**src/rtl/alu_div_seq_pkg.sv**
```systemverilog
// alu_div_seq_pkg: ALU opcodes and sequencer state encodings shared by the
// divide sequencer, its ALU bus interface and anything that models the ALU.
// Optional build macro: ALU_DIV_FLAG_PRESERVE_EN adds the flag save/restore states.
package alu_div_seq_pkg;

  // ALU opcodes used by the divide sequencer.
  localparam logic [4:0] ALU_OP_SUB  = 5'd3;
  localparam logic [4:0] ALU_OP_ROLC = 5'd19;
  localparam logic [4:0] ALU_OP_CLC  = 5'd23;
  localparam logic [4:0] ALU_OP_STF  = 5'd29;
  localparam logic [4:0] ALU_OP_RSF  = 5'd30;

  // Sequencer states. *_I states issue an ALU op, *_C states capture its result.
  typedef enum logic [3:0] {
    S_IDLE   = 4'd0,
    S_CLC    = 4'd1,
    S_ROLQ_I = 4'd2,
    S_ROLQ_C = 4'd3,
    S_ROLR_I = 4'd4,
    S_ROLR_C = 4'd5,
    S_SUB_I  = 4'd6,
    S_SUB_C  = 4'd7,
`ifdef ALU_DIV_FLAG_PRESERVE_EN
    S_DONE   = 4'd8,
    S_SAVE_I = 4'd9,
    S_SAVE_C = 4'd10,
    S_REST_I = 4'd11
`else
    S_DONE   = 4'd8
`endif
  } state_t;

endpackage

```
**src/rtl/alu_div_seq_if.sv**
```systemverilog
// alu_div_seq_if: operand/opcode bus between the divide sequencer (master)
// and the shared ALU (slave).
//
// Handshake: alu_execute qualifies alu_op/alu_A/alu_B for exactly the cycle it
// is high; the ALU accepts unconditionally (no ready/back-pressure) and presents
// the result on alu_out/alu_C in the following cycle. While alu_execute is low
// the master drives op/A/B to zero. alu_own selects the sequencer onto the ALU
// input mux for the whole duration of a division.
interface alu_div_seq_if #(
  parameter int BITS = 16
);
  logic            alu_own;
  logic [4:0]      alu_op;
  logic [BITS-1:0] alu_A;
  logic [BITS-1:0] alu_B;
  logic            alu_execute;
  logic [BITS-1:0] alu_out;
  logic            alu_C;

  modport master (
    output alu_own, alu_op, alu_A, alu_B, alu_execute,
    input  alu_out, alu_C
  );

  modport slave (
    input  alu_own, alu_op, alu_A, alu_B, alu_execute,
    output alu_out, alu_C
  );
endinterface

```
**src/rtl/alu_div_seq.sv**
```systemverilog
// alu_div_seq: multi-cycle unsigned BITS/BITS restoring divider that borrows
// the shared ALU for every arithmetic step (clear-carry, rotate-through-carry,
// subtract). Seven cycles per quotient bit; divide-by-zero answers in one cycle.
// Optional build macro: ALU_DIV_FLAG_PRESERVE_EN saves the ALU flags before the
// division and restores them afterwards so the CPU sees them unchanged.
module alu_div_seq
  import alu_div_seq_pkg::*;
#(
  parameter int BITS  = 16,
  parameter int CNT_W = 5
) (
  input  logic            CLK,
  input  logic            RSTb,
  input  logic            start,
  input  logic [BITS-1:0] dividend,
  input  logic [BITS-1:0] divisor,
  output logic            busy,
  output logic            done,
  output logic [BITS-1:0] quotient,
  output logic [BITS-1:0] remainder,
  output logic            div_by_zero,
  alu_div_seq_if.master   alu,
  output state_t          state_dbg
);

  state_t          state;
  logic [BITS-1:0] d_reg;    // divisor
  logic [BITS-1:0] q_reg;    // dividend shifting out, quotient shifting in
  logic [BITS-1:0] r_reg;    // partial remainder
  logic [BITS-1:0] rs_reg;   // partial remainder after the left shift
  logic            ovf;      // bit shifted out of the remainder: true value >= 2^BITS
  logic [CNT_W-1:0] cnt;
`ifdef ALU_DIV_FLAG_PRESERVE_EN
  logic [2:0]      flags_sav;
`endif

  // The ALU reports borrow on alu_C after SUB; the trial subtraction is kept
  // when there was no borrow, or when the shifted remainder overflowed BITS
  // (then it is certainly >= divisor and the wrapped difference is exact).
  logic            sub_ok;
  logic [BITS-1:0] q_upd;
  logic [BITS-1:0] r_upd;
  logic            last_bit;

  assign sub_ok   = ovf | ~alu.alu_C;
  assign q_upd    = {q_reg[BITS-1:1], sub_ok};
  assign r_upd    = sub_ok ? alu.alu_out : rs_reg;
  assign last_bit = (cnt == CNT_W'(BITS-1));

  assign alu.alu_own = busy;
  assign state_dbg   = state;

  // Sequencer FSM: state, working registers and all registered outputs.
  always_ff @(posedge CLK) begin
    if (!RSTb) begin
      state           <= S_IDLE;
      busy            <= 1'b0;
      done            <= 1'b0;
      quotient        <= '0;
      remainder       <= '0;
      div_by_zero     <= 1'b0;
      d_reg           <= '0;
      q_reg           <= '0;
      r_reg           <= '0;
      rs_reg          <= '0;
      ovf             <= 1'b0;
      cnt             <= '0;
`ifdef ALU_DIV_FLAG_PRESERVE_EN
      flags_sav       <= '0;
`endif
      alu.alu_execute <= 1'b0;
      alu.alu_op      <= '0;
      alu.alu_A       <= '0;
      alu.alu_B       <= '0;
    end else begin
      // Issue outputs are one-cycle; states that issue override these.
      done            <= 1'b0;
      alu.alu_execute <= 1'b0;
      alu.alu_op      <= '0;
      alu.alu_A       <= '0;
      alu.alu_B       <= '0;

      case (state)
        S_IDLE: begin
          if (start) begin
            busy <= 1'b1;
            if (divisor == '0) begin
              state       <= S_DONE;
              done        <= 1'b1;
              quotient    <= '1;
              remainder   <= dividend;
              div_by_zero <= 1'b1;
            end else begin
              d_reg       <= divisor;
              q_reg       <= dividend;
              r_reg       <= '0;
              cnt         <= '0;
              div_by_zero <= 1'b0;
              alu.alu_execute <= 1'b1;
`ifdef ALU_DIV_FLAG_PRESERVE_EN
              state      <= S_SAVE_I;
              alu.alu_op <= ALU_OP_STF;
`else
              state      <= S_CLC;
              alu.alu_op <= ALU_OP_CLC;
`endif
            end
          end
        end

`ifdef ALU_DIV_FLAG_PRESERVE_EN
        S_SAVE_I: state <= S_SAVE_C;

        S_SAVE_C: begin
          flags_sav       <= alu.alu_out[2:0];
          state           <= S_CLC;
          alu.alu_execute <= 1'b1;
          alu.alu_op      <= ALU_OP_CLC;
        end

        S_REST_I: begin
          state     <= S_DONE;
          done      <= 1'b1;
          quotient  <= q_reg;
          remainder <= r_reg;
        end
`endif

        // Carry is clear: shift Q left, its MSB lands in the carry.
        S_CLC: begin
          state           <= S_ROLQ_I;
          alu.alu_execute <= 1'b1;
          alu.alu_op      <= ALU_OP_ROLC;
          alu.alu_B       <= q_reg;
        end

        S_ROLQ_I: state <= S_ROLQ_C;

        // Shift R left taking in the old Q MSB from the carry.
        S_ROLQ_C: begin
          q_reg           <= alu.alu_out;
          state           <= S_ROLR_I;
          alu.alu_execute <= 1'b1;
          alu.alu_op      <= ALU_OP_ROLC;
          alu.alu_B       <= r_reg;
        end

        S_ROLR_I: state <= S_ROLR_C;

        // Trial subtract the divisor from the shifted remainder.
        S_ROLR_C: begin
          rs_reg          <= alu.alu_out;
          ovf             <= alu.alu_C;
          state           <= S_SUB_I;
          alu.alu_execute <= 1'b1;
          alu.alu_op      <= ALU_OP_SUB;
          alu.alu_A       <= alu.alu_out;
          alu.alu_B       <= d_reg;
        end

        S_SUB_I: state <= S_SUB_C;

        S_SUB_C: begin
          q_reg <= q_upd;
          r_reg <= r_upd;
          cnt   <= cnt + 1'b1;
          if (last_bit) begin
`ifdef ALU_DIV_FLAG_PRESERVE_EN
            state           <= S_REST_I;
            alu.alu_execute <= 1'b1;
            alu.alu_op      <= ALU_OP_RSF;
            alu.alu_B       <= {{(BITS-3){1'b0}}, flags_sav};
`else
            state     <= S_DONE;
            done      <= 1'b1;
            quotient  <= q_upd;
            remainder <= r_upd;
`endif
          end else begin
            state           <= S_CLC;
            alu.alu_execute <= 1'b1;
            alu.alu_op      <= ALU_OP_CLC;
          end
        end

        // A start seen here is deliberately ignored.
        S_DONE: begin
          busy  <= 1'b0;
          state <= S_IDLE;
        end

        default: begin
          busy  <= 1'b0;
          state <= S_IDLE;
        end
      endcase
    end
  end

endmodule

```
**src/flat_wrapper.sv**
```systemverilog
// flat-port wrapper written by rule: the top's interface ports become plain ports
module alu_div_seq_flat import alu_div_seq_pkg::*;
#(
  parameter int BITS  = 16,
  parameter int CNT_W = 5
)
  (CLK, RSTb, start, dividend, divisor, busy, done, quotient, remainder, div_by_zero, state_dbg, alu_alu_own, alu_alu_op, alu_alu_A, alu_alu_B, alu_alu_execute, alu_alu_out, alu_alu_C);
  alu_div_seq_if #(.BITS(BITS)) alu_i ();
  input  logic CLK;
  input  logic RSTb;
  input  logic start;
  input  logic [BITS-1:0] dividend;
  input  logic [BITS-1:0] divisor;
  output logic busy;
  output logic done;
  output logic [BITS-1:0] quotient;
  output logic [BITS-1:0] remainder;
  output logic div_by_zero;
  output state_t state_dbg;
  output wire logic [$bits(alu_i.alu_own)-1:0] alu_alu_own;
  output wire logic [$bits(alu_i.alu_op)-1:0] alu_alu_op;
  output wire logic [$bits(alu_i.alu_A)-1:0] alu_alu_A;
  output wire logic [$bits(alu_i.alu_B)-1:0] alu_alu_B;
  output wire logic [$bits(alu_i.alu_execute)-1:0] alu_alu_execute;
  input wire logic [$bits(alu_i.alu_out)-1:0] alu_alu_out;
  input wire logic [$bits(alu_i.alu_C)-1:0] alu_alu_C;
  assign alu_alu_own = alu_i.alu_own;
  assign alu_alu_op = alu_i.alu_op;
  assign alu_alu_A = alu_i.alu_A;
  assign alu_alu_B = alu_i.alu_B;
  assign alu_alu_execute = alu_i.alu_execute;
  assign alu_i.alu_out = alu_alu_out;
  assign alu_i.alu_C = alu_alu_C;
  alu_div_seq #(.BITS(BITS), .CNT_W(CNT_W)) u_core (.CLK(CLK), .RSTb(RSTb), .start(start), .dividend(dividend), .divisor(divisor), .busy(busy), .done(done), .quotient(quotient), .remainder(remainder), .div_by_zero(div_by_zero), .alu(alu_i), .state_dbg(state_dbg));
endmodule
```
**config.mk**
```make
export PLATFORM = sky130hd
export DESIGN_NAME = alu_div_seq_flat
export DESIGN_NICKNAME = d
export VERILOG_FILES = /design/src/rtl/alu_div_seq_pkg.sv /design/src/rtl/alu_div_seq_if.sv /design/src/rtl/alu_div_seq.sv /design/src/flat_wrapper.sv
export SDC_FILE = /design/constraint.sdc
export NUM_CORES = 1
export LEC_CHECK = 0
export CAP_MARGIN = 5
export CORE_ASPECT_RATIO = 0.6
export CORE_MARGIN = 2
export CORE_UTILIZATION = 30
export CTS_CLUSTER_SIZE = 8
export DETAILED_ROUTE_END_ITERATION = 12
export GPL_TIMING_DRIVEN = 0
export HOLD_SLACK_MARGIN = 0.08
export SLEW_MARGIN = 30
export SYNTH_ARGS = -nofsm -noshare
export SYNTH_HDL_FRONTEND = slang
export SYNTH_SLANG_ARGS = --single-unit
```
**constraint.sdc**
```tcl
create_clock -name CLK -period 1.95 [get_ports CLK]
set_input_delay 0.195 -clock CLK [delete_from_list [all_inputs] [get_ports CLK]]
set_output_delay 0.195 -clock CLK [all_outputs]
set_load 0.005 [all_outputs]
```
[Word-level counts from Yosys, hierarchy flattened]
Index checks and enable logic that the tools add are counted.
Storage, ports and cells
  flip-flop bits (word level): 147
  logic and storage cells: 88
Operators by class
  $add $sub $neg: 1
  equal/unequal tests: 12
  multiplexer cells: 37
  bitwise logic cells: 5
  reduce and logical (&&, ||, !) cells: 16
Operators by type and width (count)
  $mux 16: 11
  $pmux 16 s2: 3
  $pmux 16 s3: 2
  $pmux 4 s8: 1
  $mux 5: 5
  $pmux 5 s4: 1
  $eq 4x3->1 const B: 4
  $logic_not 16->1: 1
  $mux 4: 3
  $pmux 5 s2: 1
  $reduce_and 3->1: 3
  $eq 4x2->1 const B: 2
  $reduce_and 4->1: 2
  $mux 1: 7
  $reduce_or 7->1: 1
  $reduce_and 2->1: 3
  $add 5x1->5 const B: 1
  $eq 5x4->1 const B: 1
  $eq 4x1->1 const B: 1
  $logic_not 4->1: 1
  $ne 2x1->1 const B: 2
  $ne 2x2->1 const B: 2
  $not 1->1: 4
  $pmux 1 s2: 2
  other kinds (6): 7

[Logic depth before layout (Yosys ltp)]
  depth in word-level cells: 5
  gate-level depth with buffers: 8
  depth with buffers taken out: 6

[Least setup slack after synthesis]
No wires, ideal clock.
  kind: reg-to-reg
  from: register u_core.state[0], in the netlist u_core.state_dbg[0]
  to: register u_core.r_reg[13]
  setup time: 0.132 ns
  arrival time: 1.835 ns
  required time: 1.818 ns
  setup slack: -0.017 ns
  cell stages (with the launch flop): 9
  clock period less this slack: 1.967 ns
  cell sequence: dfxtp_1 buf_6 or4b_4 buf_6 or2_1 clkbuf_1 buf_2 o211ai_1 a21oi_1
On the way
  word-level cells in the longest chain between the ends: 3
Ends and longest elaborated chain
  start: declaration: RTL line alu_div_seq.sv:26  | state_t state;
  start signal: assignment: RTL line alu_div_seq.sv:56  | state <= S_IDLE;
  start signal: assignment: RTL line alu_div_seq.sv:88  | state <= S_DONE;
  start signal: assignment: RTL line alu_div_seq.sv:104  | state <= S_CLC;
  $logic_not 4->1 or $eq 4x3->1 (tied branches): RTL line alu_div_seq.sv:83  | case (state)
  $ne 2x2->1 (no line) or $reduce_bool 2->1 (tied branches)
  $reduce_and 3->1 (no line)
  end signal: assignment: RTL line alu_div_seq.sv:165  | r_reg <= r_upd;
  end: declaration: RTL line alu_div_seq.sv:29  | logic [BITS-1:0] r_reg;
Several ways; a longest one is shown, not always the timed one.
A chain may end at the register's enable or synchronous reset.

[Final worst setup path]
  from: register u_core.cnt[0]
  to: register u_core.remainder[5]
On the way
  word-level cells in the longest chain between the ends: 3
Ends and longest elaborated chain
  start: declaration: RTL line alu_div_seq.sv:32  | logic [CNT_W-1:0] cnt;
  start signal: assignment: RTL line alu_div_seq.sv:166  | cnt <= cnt + 1'b1;
  $eq 5x4->1: RTL line alu_div_seq.sv:48  | assign last_bit = (cnt == CNT_W'(BITS-1));
  $ne 2x1->1 (no line)
  $reduce_and 4->1 (no line)
  end signal: assignment: RTL line alu_div_seq.sv:91  | remainder <= dividend;
  end signal: assignment: RTL line alu_div_seq.sv:177  | remainder <= r_upd;
  end: declaration: RTL line alu_div_seq.sv:20  | output logic [BITS-1:0] remainder,
No other way between the ends.

==> impl_metrics.json <==
{
  "final_core_util": 0.435,
  "synthCells": 657,
  "wl_per_cell_um": 19.1,
  "clock_insertion_delay_at_the_later_pin_of_the_skew_report_ns": 0.43,
  "crit_top_cell": "sky130_fd_sc_hd__ha_4",
  "vdd_drop_max_v": 0.000675,
  "rows": 40,
  "number_of_nets_in_the_finished_design": 870,
  "ant_nets": 0,
  "antenna_found_initial": 0,
  "detailedRoute.firstPassIterationCount": 7,
  "hp-class": "in2reg",
  "crit_path_max_incr_delay_ns": 0.41,
  "wire_length_of_the_first_global_routing_pass_um": 31500,
  "rsz0062_at_grt": "true",
  "critical_path_class": "reg2reg",
  "async_reset_ff_frac": 0,
  "critical_path.cell_chain": "ha_4 -> and3_4 -> ha_4 -> nand4_1 -> a221o_1 -> buf_6 -> clkbuf_16 -> mux2i_1",
  "clock_tree_buffer_depth": 2,
  "antenna_cells_inserted": 0,
  "grt.total_usage": 0.194,
  "routed_wire_length_um": 21000,
  "area_growth_pct": 42.7,
  "vias": 5655,
  "grt_max_degree": 17,
  "routability_congestion": 0.881,
  "cts_htree_levels": 4,
  "clock_tree.root_cell": "sky130_fd_sc_hd__clkbuf_16",
  "power.density_nw_per_um2": 1040,
  "fill_cells": 1995,
  "setup-violations-final": 0,
  "synth_edf_count": 0,
  "floorplan.core_area_um2": 19900,
  "synth.net_count": 711,
  "reg2reg_from": "u_core.cnt[0]",
  "synthMostInstantiatedCell": "sky130_fd_sc_hd__dfxtp_1",
  "gr-total-overflow": 0,
  "end_kind": "flip-flop",
  "whs_path_depth": 3,
  "whs_ns": 0.374,
  "port_buffers": 128,
  "hold_end": "u_core.d_reg[0]",
  "post-route-drc-count": 0,
  "chipWidth_um": 188,
  "grt_pass1_vias": 5326,
  "number_of_sinks_driven_by_the_clock_tree": 145,
  "tritoncts_buffer_count": 17,
  "worst-endpoint-arrival_ns": 2.24,
  "proportion_of_layout_cells_with_a_drive_suffix_above_1": 0.168,
  "worst_r2r_endpoint": "u_core.remainder[5]",
  "final_min_period_over_clock_period": 0.988,
  "finalPower_mw": 9.00,
  "max-slew-margin-rel": 0.544,
  "timing.hold.worst.start": "divisor[0]",
  "count_of_state_elements_after_synthesis": 145,
  "initial_utilization": 0.305,
  "run_status": "finished, final reports clean",
  "mean_area_per_synthesized_cell_um2": 9.24,
  "power_leakage_nw": 3.25,
  "netlist.area_leader.share": 0.478,
  "detailedPlacementHpwl_um": 15400,
  "cts_tree": "yes",
  "warnings_from_yosys": 0,
  "ranking_of_synthesized_cells_by_area": "sky130_fd_sc_hd__dfxtp_1 (48%), sky130_fd_sc_hd__nand2_1 (5.6%), sky130_fd_sc_hd__mux2i_1 (5.3%)",
  "synth_top_area_cell": "sky130_fd_sc_hd__dfxtp_1",
  "reg2reg_slack_ns": 0.02,
  "worstPathBufferInverterCount": 2,
  "drtIter0Drc": 617,
  "timing.critical_path.fanout_max": 7,
  "synth_flop_cell": "sky130_fd_sc_hd__dfxtp_1",
  "die_area_um2": 21400,
  "die-height_um": 114,
  "timing_hold_violations_final": 0,
  "critPathSlowestCell": "sky130_fd_sc_hd__a221o_1",
  "post_synthesis_cell_area_um2": 6070,
  "timing.critical_path.required_ns": 2.26,
  "finalCriticalPeriod_ns": 1.93,
  "timing_max_transition_violations_final": 0,
  "post_synth_most_frequent_cells": "sky130_fd_sc_hd__dfxtp_1 (145), sky130_fd_sc_hd__nand2_1 (91), sky130_fd_sc_hd__a21oi_1 (56)",
  "reported_max_cap_violation_count": 0,
  "synth.yosys.seq_area_share": 0.478,
  "crit_path_start_kind": "flip-flop",
  "fin_worst_skew_ns": 0.00837,
  "avgViaCountPerCell": 5.13,
  "timing_worst_slew_pin_value_ns": 0.684,
  "critical_path.top_delay_family": "compound AO/OA/AOI/OAI gates",
  "io_pins": 130,
  "rr_worst_depth": 8,
  "clkSlewWorstSetupHoldPaths_ns": 0.07,
  "max_freq_mhz": 519,
  "yosys.cell_types.count": 48
}
==> repair_timing <==
item                       CTS  global route
gates resized for setup     41            37
setup buffers                8            10
setup endpoints to repair  141           105
cloned                       0             1
pin swaps                    7             7
hold buffers                 0             0
==> cell usage in the layout, fill, tap and decap left out, types with 9 or more instances in the layout <==
cell,n
sky130_fd_sc_hd__a21oi_1,54
sky130_fd_sc_hd__a222oi_1,16
sky130_fd_sc_hd__and2_1,16
sky130_fd_sc_hd__and3_1,19
sky130_fd_sc_hd__buf_2,10
sky130_fd_sc_hd__buf_4,25
sky130_fd_sc_hd__clkbuf_1,18
sky130_fd_sc_hd__clkbuf_16,18
sky130_fd_sc_hd__clkbuf_2,12
sky130_fd_sc_hd__clkdlybuf4s50_1,128
sky130_fd_sc_hd__dfxtp_1,141
sky130_fd_sc_hd__mux2_2,16
sky130_fd_sc_hd__mux2i_1,32
sky130_fd_sc_hd__nand2_1,89
sky130_fd_sc_hd__nand2b_1,18
sky130_fd_sc_hd__nand3_1,16
sky130_fd_sc_hd__nor2_1,23
sky130_fd_sc_hd__nor3b_1,15
sky130_fd_sc_hd__o211ai_1,33
sky130_fd_sc_hd__o21ai_0,18
sky130_fd_sc_hd__o21ai_1,16
sky130_fd_sc_hd__o221a_1,9
==> logic make-up after synthesis <==
group                    Yosys count  synth area share
adder cells (fa/ha/maj)            2           0.00412
flip-flops                       145             0.478
multiplexers                      48            0.0825
buffers and inverters             70            0.0548
AND/OR/NAND/NOR                  220             0.182
other                              1          0.000618
XOR/XNOR                           5           0.00722
AO/OA/AOI/OAI                    166             0.191
==> routing by layer <==
| layer | wire length (µm) | up-vias | global-route usage |
|---|---|---|---|
| met5 | 0 | - | 0 |
| met4 | 176 | 0 | 0.0504 |
| met3 | 1780 | 20 | 0.0454 |
| met2 | 8450 | 258 | 0.270 |
| li1 | - | 2675 | - |
| met1 | 10600 | 2702 | 0.296 |
==> report_power, final <==
group / switching [mW] / internal [mW]
clock: 1.46 / 2.19
combinational: 0.916 / 0.986
sequential: 0.212 / 3.24
==> worst reg2reg max path, delay by kind of cell (launching register included) <==
kind,cells,cell delay (ns)
multiplexers,1,0.11
buffers and inverters,2,0.32
adder cells (fa/ha/maj),2,0.28
AND/OR/NAND/NOR,2,0.35
flip-flops,1,0.35
AO/OA/AOI/OAI,1,0.41
==> layout make-up <==
class	instances	area [µm²]	share of cell area
multi-input cells	442	2960	0.342
clock inverters	15	219	0.0253
well taps	273	342	0.0394
plain buffers	58	337	0.0389
inverters	5	18.8	0.00217
repair buffers	147	1450	0.167
clock buffers	17	425	0.0491
flip-flops and latches	145	2910	0.336
==> metrics by stage <==
stage / instance area [µm²] / setup slack (ns) / cells / TNS, ns
after CTS: 8480 / -0.00412 / 1093 / -0.00412
after global routing: 8660 / -0.0341 / 1102 / -0.256
after detailed placement: 7700 / -0.943 / 1058 / -74.61
final: 8660 / 0.0224 / 1102 / 0
after global placement: 7700 / -0.892 / 1058 / -72.81
after floorplan: 6070 / 0.00153 / 657 / 0
==> worst max-delay path by stage <==
stage	depth (start not counted)	slack [ns]	startpoint	endpoint
finish	8	0.02	u_core.cnt[0]	u_core.remainder[5]
global route	8	-0.03	u_core.cnt[0]	u_core.remainder[7]
CTS	8	-0.004	u_core.cnt[1]	u_core.remainder[12]
detailed placement	6	-0.94	divisor[7]	u_core.q_reg[5]
global placement	6	-0.89	divisor[8]	u_core.q_reg[10]
floorplan	8	0.002	u_core.state_dbg[0]	u_core.r_reg[13]
No activity file was read; power rests on OpenSTA's default activity.
